<file path="src/rtl/nr_alu_bist_pkg.sv">
// Shared definitions for the nanoRisk ALU self-test controller and its
// reference model: opcode values, flag bit positions and FSM encoding.
package nr_alu_bist_pkg;

    localparam logic [3:0] ALO_ADD = 4'd0;
    localparam logic [3:0] ALO_SUB = 4'd1;

    localparam int OVF_CARRY  = 0;
    localparam int OVF_SIGNED = 1;

    typedef enum logic [2:0] {
        ST_IDLE   = 3'd0,
        ST_DRIVE  = 3'd1,
        ST_SAMPLE = 3'd2,
        ST_CHECK  = 3'd3,
        ST_DONE   = 3'd4
    } state_t;

    // Saturating 8-bit increment used for the error counter.
    function automatic logic [7:0] sat_inc8(input logic [7:0] v);
        if (v == 8'hFF) begin
            return 8'hFF;
        end else begin
            return v + 8'd1;
        end
    endfunction

endpackage

</file>
<file path="src/rtl/nr_alu_ref_model.sv">
// Combinational golden model of the nanoRisk 8-bit ALU: result, zero flag
// and {signed overflow, carry/borrow} flags for add and sub.
module nr_alu_ref_model
    import nr_alu_bist_pkg::*;
(
    input  logic [7:0] i_a,
    input  logic [7:0] i_b,
    input  logic [3:0] i_alo,
    output logic [7:0] o_r,
    output logic       o_zero,
    output logic [1:0] o_ovrflw
);

    logic [8:0] w_sum;
    logic [8:0] w_diff;

    // Bit 8 of the 9-bit sum is the carry; bit 8 of the 9-bit difference
    // is set exactly when a < b, i.e. the borrow.
    assign w_sum  = {1'b0, i_a} + {1'b0, i_b};
    assign w_diff = {1'b0, i_a} - {1'b0, i_b};

    // Select result and flags by opcode; unknown opcodes yield all-zero.
    always_comb begin
        o_r      = 8'd0;
        o_ovrflw = 2'b00;
        case (i_alo)
            ALO_ADD: begin
                o_r                  = w_sum[7:0];
                o_ovrflw[OVF_CARRY]  = w_sum[8];
                o_ovrflw[OVF_SIGNED] = (i_a[7] == i_b[7]) && (w_sum[7] != i_a[7]);
            end
            ALO_SUB: begin
                o_r                  = w_diff[7:0];
                o_ovrflw[OVF_CARRY]  = w_diff[8];
                o_ovrflw[OVF_SIGNED] = (i_a[7] != i_b[7]) && (w_diff[7] != i_a[7]);
            end
            default: begin
                o_r      = 8'd0;
                o_ovrflw = 2'b00;
            end
        endcase
    end

    assign o_zero = (o_r == 8'd0);

endmodule

</file>
<file path="src/rtl/nr_alu_bist.sv">
// Self-test initiator/checker for the nanoRisk ALU. Sweeps in0, then in1,
// then the opcode; each vector takes DRIVE, SAMPLE and CHECK cycles.
module nr_alu_bist
    import nr_alu_bist_pkg::*;
#(
    parameter int OPND_MAX = 3,
    parameter int OP_MAX   = 1
) (
    input  logic        clk,
    input  logic        rst,
    input  logic        start,
    output logic [7:0]  alu_in0,
    output logic [7:0]  alu_in1,
    output logic [3:0]  alu_alo,
    input  logic [7:0]  alu_out,
    input  logic        alu_zero,
    input  logic [1:0]  alu_ovrflw,
    output logic        busy,
    output logic        done,
    output logic        pass,
    output logic [7:0]  err_count,
    output logic [15:0] vec_count,
    output logic [19:0] first_fail
);

    localparam logic [7:0] LP_OPND_MAX = 8'(OPND_MAX);
    localparam logic [3:0] LP_OP_MAX   = 4'(OP_MAX);

    state_t      r_state;
    logic [7:0]  r_in0;
    logic [7:0]  r_in1;
    logic [3:0]  r_alo;
    logic [7:0]  r_out;
    logic        r_zero;
    logic [1:0]  r_ovrflw;
    logic        r_busy;
    logic        r_done;
    logic [7:0]  r_err_count;
    logic [15:0] r_vec_count;
    logic [19:0] r_first_fail;

    logic [7:0]  w_exp_out;
    logic        w_exp_zero;
    logic [1:0]  w_exp_ovrflw;
    logic        w_mismatch;
    logic        w_in0_last;
    logic        w_in1_last;
    logic        w_alo_last;

    // The vector registers drive the ALU directly and only change when a
    // vector is retired, so they are stable through SAMPLE and CHECK.
    nr_alu_ref_model u_ref (
        .i_a      (r_in0),
        .i_b      (r_in1),
        .i_alo    (r_alo),
        .o_r      (w_exp_out),
        .o_zero   (w_exp_zero),
        .o_ovrflw (w_exp_ovrflw)
    );

    assign w_mismatch = (r_out != w_exp_out) || (r_zero != w_exp_zero) ||
                        (r_ovrflw != w_exp_ovrflw);
    assign w_in0_last = (r_in0 == LP_OPND_MAX);
    assign w_in1_last = (r_in1 == LP_OPND_MAX);
    assign w_alo_last = (r_alo == LP_OP_MAX);

    // Sequencer FSM: run control, response capture, scoring and sweep advance.
    always_ff @(posedge clk or posedge rst) begin
        if (rst) begin
            r_state      <= ST_IDLE;
            r_in0        <= 8'd0;
            r_in1        <= 8'd0;
            r_alo        <= 4'd0;
            r_out        <= 8'd0;
            r_zero       <= 1'b0;
            r_ovrflw     <= 2'b00;
            r_busy       <= 1'b0;
            r_done       <= 1'b0;
            r_err_count  <= 8'd0;
            r_vec_count  <= 16'd0;
            r_first_fail <= 20'd0;
        end else begin
            case (r_state)
                ST_IDLE, ST_DONE: begin
                    if (start) begin
                        r_in0        <= 8'd0;
                        r_in1        <= 8'd0;
                        r_alo        <= 4'd0;
                        r_err_count  <= 8'd0;
                        r_vec_count  <= 16'd0;
                        r_first_fail <= 20'd0;
                        r_done       <= 1'b0;
                        r_busy       <= 1'b1;
                        r_state      <= ST_DRIVE;
                    end
                end
                ST_DRIVE: begin
                    r_state <= ST_SAMPLE;
                end
                ST_SAMPLE: begin
                    r_out    <= alu_out;
                    r_zero   <= alu_zero;
                    r_ovrflw <= alu_ovrflw;
                    r_state  <= ST_CHECK;
                end
                ST_CHECK: begin
                    r_vec_count <= r_vec_count + 16'd1;
                    if (w_mismatch) begin
                        r_err_count <= sat_inc8(r_err_count);
                        // A zero error count means no earlier failure this run.
                        if (r_err_count == 8'd0) begin
                            r_first_fail <= {r_alo, r_in0, r_in1};
                        end
                    end
                    if (!w_in0_last) begin
                        r_in0   <= r_in0 + 8'd1;
                        r_state <= ST_DRIVE;
                    end else if (!w_in1_last) begin
                        r_in0   <= 8'd0;
                        r_in1   <= r_in1 + 8'd1;
                        r_state <= ST_DRIVE;
                    end else if (!w_alo_last) begin
                        r_in0   <= 8'd0;
                        r_in1   <= 8'd0;
                        r_alo   <= r_alo + 4'd1;
                        r_state <= ST_DRIVE;
                    end else begin
                        r_busy  <= 1'b0;
                        r_done  <= 1'b1;
                        r_state <= ST_DONE;
                    end
                end
                default: begin
                    r_busy  <= 1'b0;
                    r_done  <= 1'b0;
                    r_state <= ST_IDLE;
                end
            endcase
        end
    end

    assign alu_in0    = r_in0;
    assign alu_in1    = r_in1;
    assign alu_alo    = r_alo;
    assign busy       = r_busy;
    assign done       = r_done;
    assign err_count  = r_err_count;
    assign vec_count  = r_vec_count;
    assign first_fail = r_first_fail;
    assign pass       = r_done && (r_err_count == 8'd0);

endmodule

</file>
<file path="config.mk">
export PLATFORM = sky130hd
export DESIGN_NAME = nr_alu_bist
export DESIGN_NICKNAME = d
export VERILOG_FILES = /design/src/rtl/nr_alu_bist_pkg.sv /design/src/rtl/nr_alu_ref_model.sv /design/src/rtl/nr_alu_bist.sv
export SDC_FILE = /design/constraint.sdc
export NUM_CORES = 1
export LEC_CHECK = 0
export ABC_AREA = 1
export BUFFER_PORTS_ARGS = -buffer_cell sky130_fd_sc_hd__buf_4
export CORE_MARGIN = 3
export CORE_UTILIZATION = 25
export DETAILED_ROUTE_END_ITERATION = 10
export PLACE_DENSITY_LB_ADDON = 0.25
export SKIP_CTS_REPAIR_TIMING = 1
export SYNTH_ARGS = -nofsm -noshare
export SYNTH_HDL_FRONTEND = slang
export SYNTH_SLANG_ARGS = --single-unit
export TNS_END_PERCENT = 50
</file>
<file path="constraint.sdc">
create_clock -name clk -period 3.95 [get_ports clk]
set_input_delay 0.9875 -clock clk [delete_from_list [all_inputs] [get_ports clk]]
set_output_delay 0.9875 -clock clk [all_outputs]
set_load 0.05 [all_outputs]
</file>
# Word level (Yosys, flattened, before mapping)

Index checks and enable logic that the tools add are counted.
Widths: inputs -> output; s select.

Logic and storage cells: 102
Bits in registers: 80
Input bits: 14

Add/sub/neg operators: 7
Bitwise gates (word level): 1
Muxes and demuxes: 39
Reductions and logical operators: 19
Eq/ne operators: 24

Operators with widths:

| operator              | number |
|---|---|
| $mux 8                | 8 |
| $pmux 8 s2            | 4 |
| $mux 20               | 3 |
| $pmux 20 s2           | 1 |
| $pmux 16 s2           | 1 |
| $add 8x1->8 const B   | 3 |
| $add 16x1->16 const B | 1 |
| $eq 8x2->1 const B    | 2 |
| $logic_not 8->1       | 2 |
| $mux 16               | 1 |
| $mux 4                | 4 |
| $ne 2x2->1 const B    | 7 |
| $mux 3                | 4 |
| $pmux 3 s4            | 1 |
| $reduce_and 5->1      | 2 |
| $add 8x8->9           | 1 |
| $sub 8x8->9           | 1 |
| $eq 8x8->1 const B    | 1 |
| $mux 1                | 8 |
| $ne 8x8->1            | 1 |
| $pmux 4 s2            | 1 |
| $reduce_and 4->1      | 2 |
| $eq 3x2->1 const B    | 2 |
| $pmux 1 s3            | 2 |
| other kinds (19)      | 27 |

# Depth between registers and ports, before layout

Word-level depth: 8
Gate-level depth with buffers: 22
Gate-level depth less buffers: 21

# Cells and area by module

From an unflattened synthesis, not the netlist that was laid out.

Cells, all modules: 748
Area, all modules: 5,291.3 um^2

By module, submodules not included:

| module           | area an instance (um^2) | seq. area each (um^2) | cells each | times used |
|---|---|---|---|---|
| nr_alu_bist      | 4,291.6                 | 2,001.9               | 566        | 1 |
| nr_alu_ref_model | 999.7                   | 0.0                   | 182        | 1 |

# Worst setup path before layout

OpenSTA, ideal clock, no wires.

Path kind: register to register
Start point: register r_in0[0], in the netlist alu_in0[0]
End point: register r_first_fail[10], in the netlist first_fail[10]
Arrival: 2.718 ns
Data required time: 3.832 ns
Setup time: 0.118 ns
Path slack: 1.114 ns
Period minus slack after synthesis: 2.836 ns
Stages on the path, launching flop included: 20
Cell sequence: dfrtp_1 inv_1 ha_1 fa_1 inv_1 nand3_1 nand2_1 nor2_1 nand2_1 nor2_1 nand2_1 nor2_1 nand2_1 a21oi_1 nand2_1 nand2_2 nand2_2 buf_6 nand2_1 nand2_1

Word-level cells in the longest chain between the ends: 8
Elaborated cells between the ends (all ways): 16

Ends and longest elaborated chain:

| element                                        | line                                           | RTL |
|---|---|---|
| start: declaration                             | nr_alu_bist.sv:30                              | `logic [7:0] r_in0;` |
| start signal: assignment                       | nr_alu_bist.sv:116                             | `r_in0 <= r_in0 + 8'd1;` |
| $sub 8x8->9 or $add 8x8->9 (tied branches)     | nr_alu_ref_model.sv:20, nr_alu_ref_model.sv:19 |  |
| $pmux 8 s2, or another cell as far along       | nr_alu_ref_model.sv:26                         | `case (i_alo)` |
| $logic_not 8->1, or another cell as far along  | nr_alu_ref_model.sv:44                         | `assign o_zero = (o_r == 8'd0);` |
| $ne 1x1->1 or $pmux 2 s2 (tied branches)       | nr_alu_bist.sv:61, nr_alu_ref_model.sv:26      |  |
| $logic_or 1x1->1 or $ne 2x2->1 (tied branches) | nr_alu_bist.sv:61, nr_alu_bist.sv:62           |  |
| $logic_or 1x1->1 *                             | nr_alu_bist.sv:61                              | `assign w_mismatch = (r_out != w_exp_out) \|\| (r_zero != w_exp_zero) \|\|` |
| $ne 2x2->1 (no line) *                         | --                                             |  |
| $reduce_and 4->1 (no line) *                   | --                                             |  |
| end signal: assignment                         | nr_alu_bist.sv:112                             | `r_first_fail <= {r_alo, r_in0, r_in1};` |
| end: declaration                               | nr_alu_bist.sv:40                              | `logic [19:0] r_first_fail;` |

Every way passes the cells marked *; elsewhere a longest branch is shown, timed or not.
A chain may end at the register's enable or synchronous reset.

# Worst setup path after layout

Start point: register r_in0[0], in the netlist alu_in0[0]
End point: register r_first_fail[0], in the netlist first_fail[0]

The elaborated chain is that of the path after synthesis.

==> results.yml <==
layout:
  mostFrequentLayoutCell: "nand2_1"
  final_nets: 836
  antenna_cells: 0
  final_cell_mix: "nand2_1 (190), nand3_1 (103), inv_1 (93)"
  seq_area_um2: 2000
  area_growth_pct: 24.0
  multi_input_area_um2: 2590
  fill_cells: 2208
  final_layout_size_suffix_gt1_share_pct: 15.6
setup_path:
  rrSetupSlack_ps: 850
  cp.required_ps: 4200
  ff2ff_path_depth: 19
  cp-end-kind: "flop"
  rr_endpoint: "first_fail[0]"
  worst_setup_path_start_kind: "flop"
  crit_path_max_fanout: 20
  cp.arrival_ps: 3350
  r2r_start: "alu_in0[0]"
  critPathKind: "reg2reg"
place:
  dp_hpwl_um: 11800
  port_buffers: 80
  place_congestion: 0.851
worst_hold_path:
  min_from: "busy"
  holdPathStages: 2
  holdPathEnd: "busy"
  hold_class: "reg2reg"
clock_tree:
  clk_pin_slew_ps: 80
  ctsHtreeMaxLevel: 3
  cts_buffer_depth: 2
  tritoncts: "yes"
  cts-root-buf: "clkbuf_16"
  cts_inserted_buffers: 9
  clock_latency_ps: 360
  cts_sinks: 80
yosys:
  synth-seq-cells: 80
  synth_fp_nets: 756
  avgSynthCellArea_um2: 7.07
  ys_types: 35
  yosysWarnings: 0
  synth-edff-count: 0
  syn_area_um2: 5060
  synth_cells: 716
  async_flop_share_pct: 100
  yosysSeqAreaShare_pct: 39.6
  yosys_most_used_dff: "dfrtp_1"
route:
  vias_per_cell: 4.58
  finalWirelength_um: 15800
  first_iter_violations: 290
  first_pass_iters: 4
  route.antenna.remaining_nets: 0
  vias: 4879
  drcViolationCount: 0
  wire_per_inst_um: 14.8
global_routing:
  grt_max_degree: 47
  grt_use_total_pct: 14.9
  grt_pass1_wl_um: 25800
  antenna_found_initial: 0
  grt_pass1_vias: 4835
  grt.overflow.total: 0
pwr:
  power.density_nw_per_um2: 761
  cellLeakagePower_nw: 3.28
  irDropWorstVdd_mv: 0.298
  fin_total_pwr_w: 0.00478
timing:
  fin_crit_ps: 3100
  setup_viol: 0
  tns_ps: 0
  period_share_pct: 78.5
  hold_slack_ps: 485
  slew_viol_final: 0
  rsz0062_at_grt: "no"
  fin_skew_ps: 17.0
  clock.fmax_ghz: 0.322
  relSlewSlack_pct: 41.0
  finalHoldViolCount: 0
  tightest_slew_ps: 883
die:
  core_area_um2: 19700
  die_h_um: 148
  start_util_pct: 25.7
  num_rows: 51
  dieWidth_um: 148
  ios: 81
  die_area_um2: 22000
status:
  outcome: "finished clean"
flow_run:
  maxCapViolCount: 0
## how the worst max path moves through the flow
| stage | cells after the start | endpoint | startpoint | slack [ps] |
|---|---|---|---|---|
| after CTS | 19 | first_fail[0] | alu_in0[0] | 830 |
| after global routing | 19 | first_fail[0] | alu_in0[0] | 560 |
| after floorplan | 1 | alu_alo[0] | rst | 910 |
| final | 19 | first_fail[0] | alu_in0[0] | 850 |
| after global placement | 19 | first_fail[18] | alu_in0[0] | 930 |
| after detailed placement | 19 | first_fail[0] | alu_in0[0] | 890 |
## logic make-up (layout without fill, tap and decap cells)
kind of cell,after synthesis,in the layout,share of synthesized area [%]
mux,3,3,0.668
xor+xnor,6,6,1.04
compound gates,70,70,7.44
simple gates,414,414,35.4
fa+ha+maj,26,26,6.73
flops,80,80,39.6
buf+inv,117,202,9.20
## synthesized netlist by cell type (2+ instances only)
cell type	count	area share [%]
nand2_1	190	14
nor2_1	79	5.9
a31oi_1	4	0.49
inv_1	94	7.0
mux2_2	3	0.67
buf_6	2	0.45
nand3b_1	3	0.45
nand4_1	7	0.87
o22ai_1	4	0.49
fa_1	2	0.79
nor3_1	12	1.2
inv_2	5	0.37
xor2_1	5	0.87
nor2_2	3	0.37
dfrtp_1	80	40
nor4_1	7	0.87
clkbuf_1	10	0.74
buf_2	3	0.30
nand2_2	6	0.74
a21oi_1	26	2.6
ha_1	24	5.9
o21ai_0	31	3.1
nand3_1	103	10
buf_4	2	0.30
## per-layer routing
| layer | part of all wire, % | wire [µm] | GRT usage [%] |
|---|---|---|---|
| met4 | 1.5 | 238 | 3.79 |
| met1 | 47 | 7480 | 20.0 |
| met3 | 6.5 | 1030 | 4.36 |
| met2 | 45 | 7060 | 23.7 |
| met5 | 0 | 0 | 0 |
## state kept, by name, summed over array words and instances (netlist names)
signal and cells:
alu_alo 4, alu_in1 8, r_out 8, r_state 3
first_fail 20, vec_count 16, r_ovrflw 2, alu_in0 8
busy 1, r_zero 1, err_count 8, done 1
## metrics by stage
stage	util, %	std cells	cell area (µm²)	worst slack [ps]
floorplan	-	716	5060	911
global placement	30.3	1050	5960	927
detailed placement	30.3	1050	5960	894
CTS	31.9	1066	6280	829
global route	31.9	1066	6280	556
finish	31.9	1066	6280	849
## report_power, final
group          switching, W  internal (W)  total (W)
Clock              0.000387      0.000516   0.000902
Sequential         0.000233       0.00102    0.00126
Combinational       0.00186      0.000761    0.00262
Total               0.00248       0.00230    0.00478
## cell type report
class | instances | share of cell area, %
clock buffers | 10 | 3.81
clock inverters | 6 | 1.16
inverters | 99 | 5.94
multi-input cells | 519 | 41.3
flip-flops and latches | 80 | 31.9
well taps | 265 | 5.28
repair buffers | 87 | 10.6
## critical path, cell delays in order, from the launching register on
cell     delay, ps
dfrtp_1        480
inv_1          130
ha_1           250
fa_1           400
inv_1           70
nand2_1         70
nand2_1        110
nand3_1        110
nand2_1         70
nand2_1         70
nand3_1        130
nand2_1        100
nor2_2         150
nand2_1         80
a21oi_1        130
nand2_1        100
nand2_2         80
nand2_2        240
nand2_1        160
nand2_1         60
No activity file was read; power rests on OpenSTA's default activity.
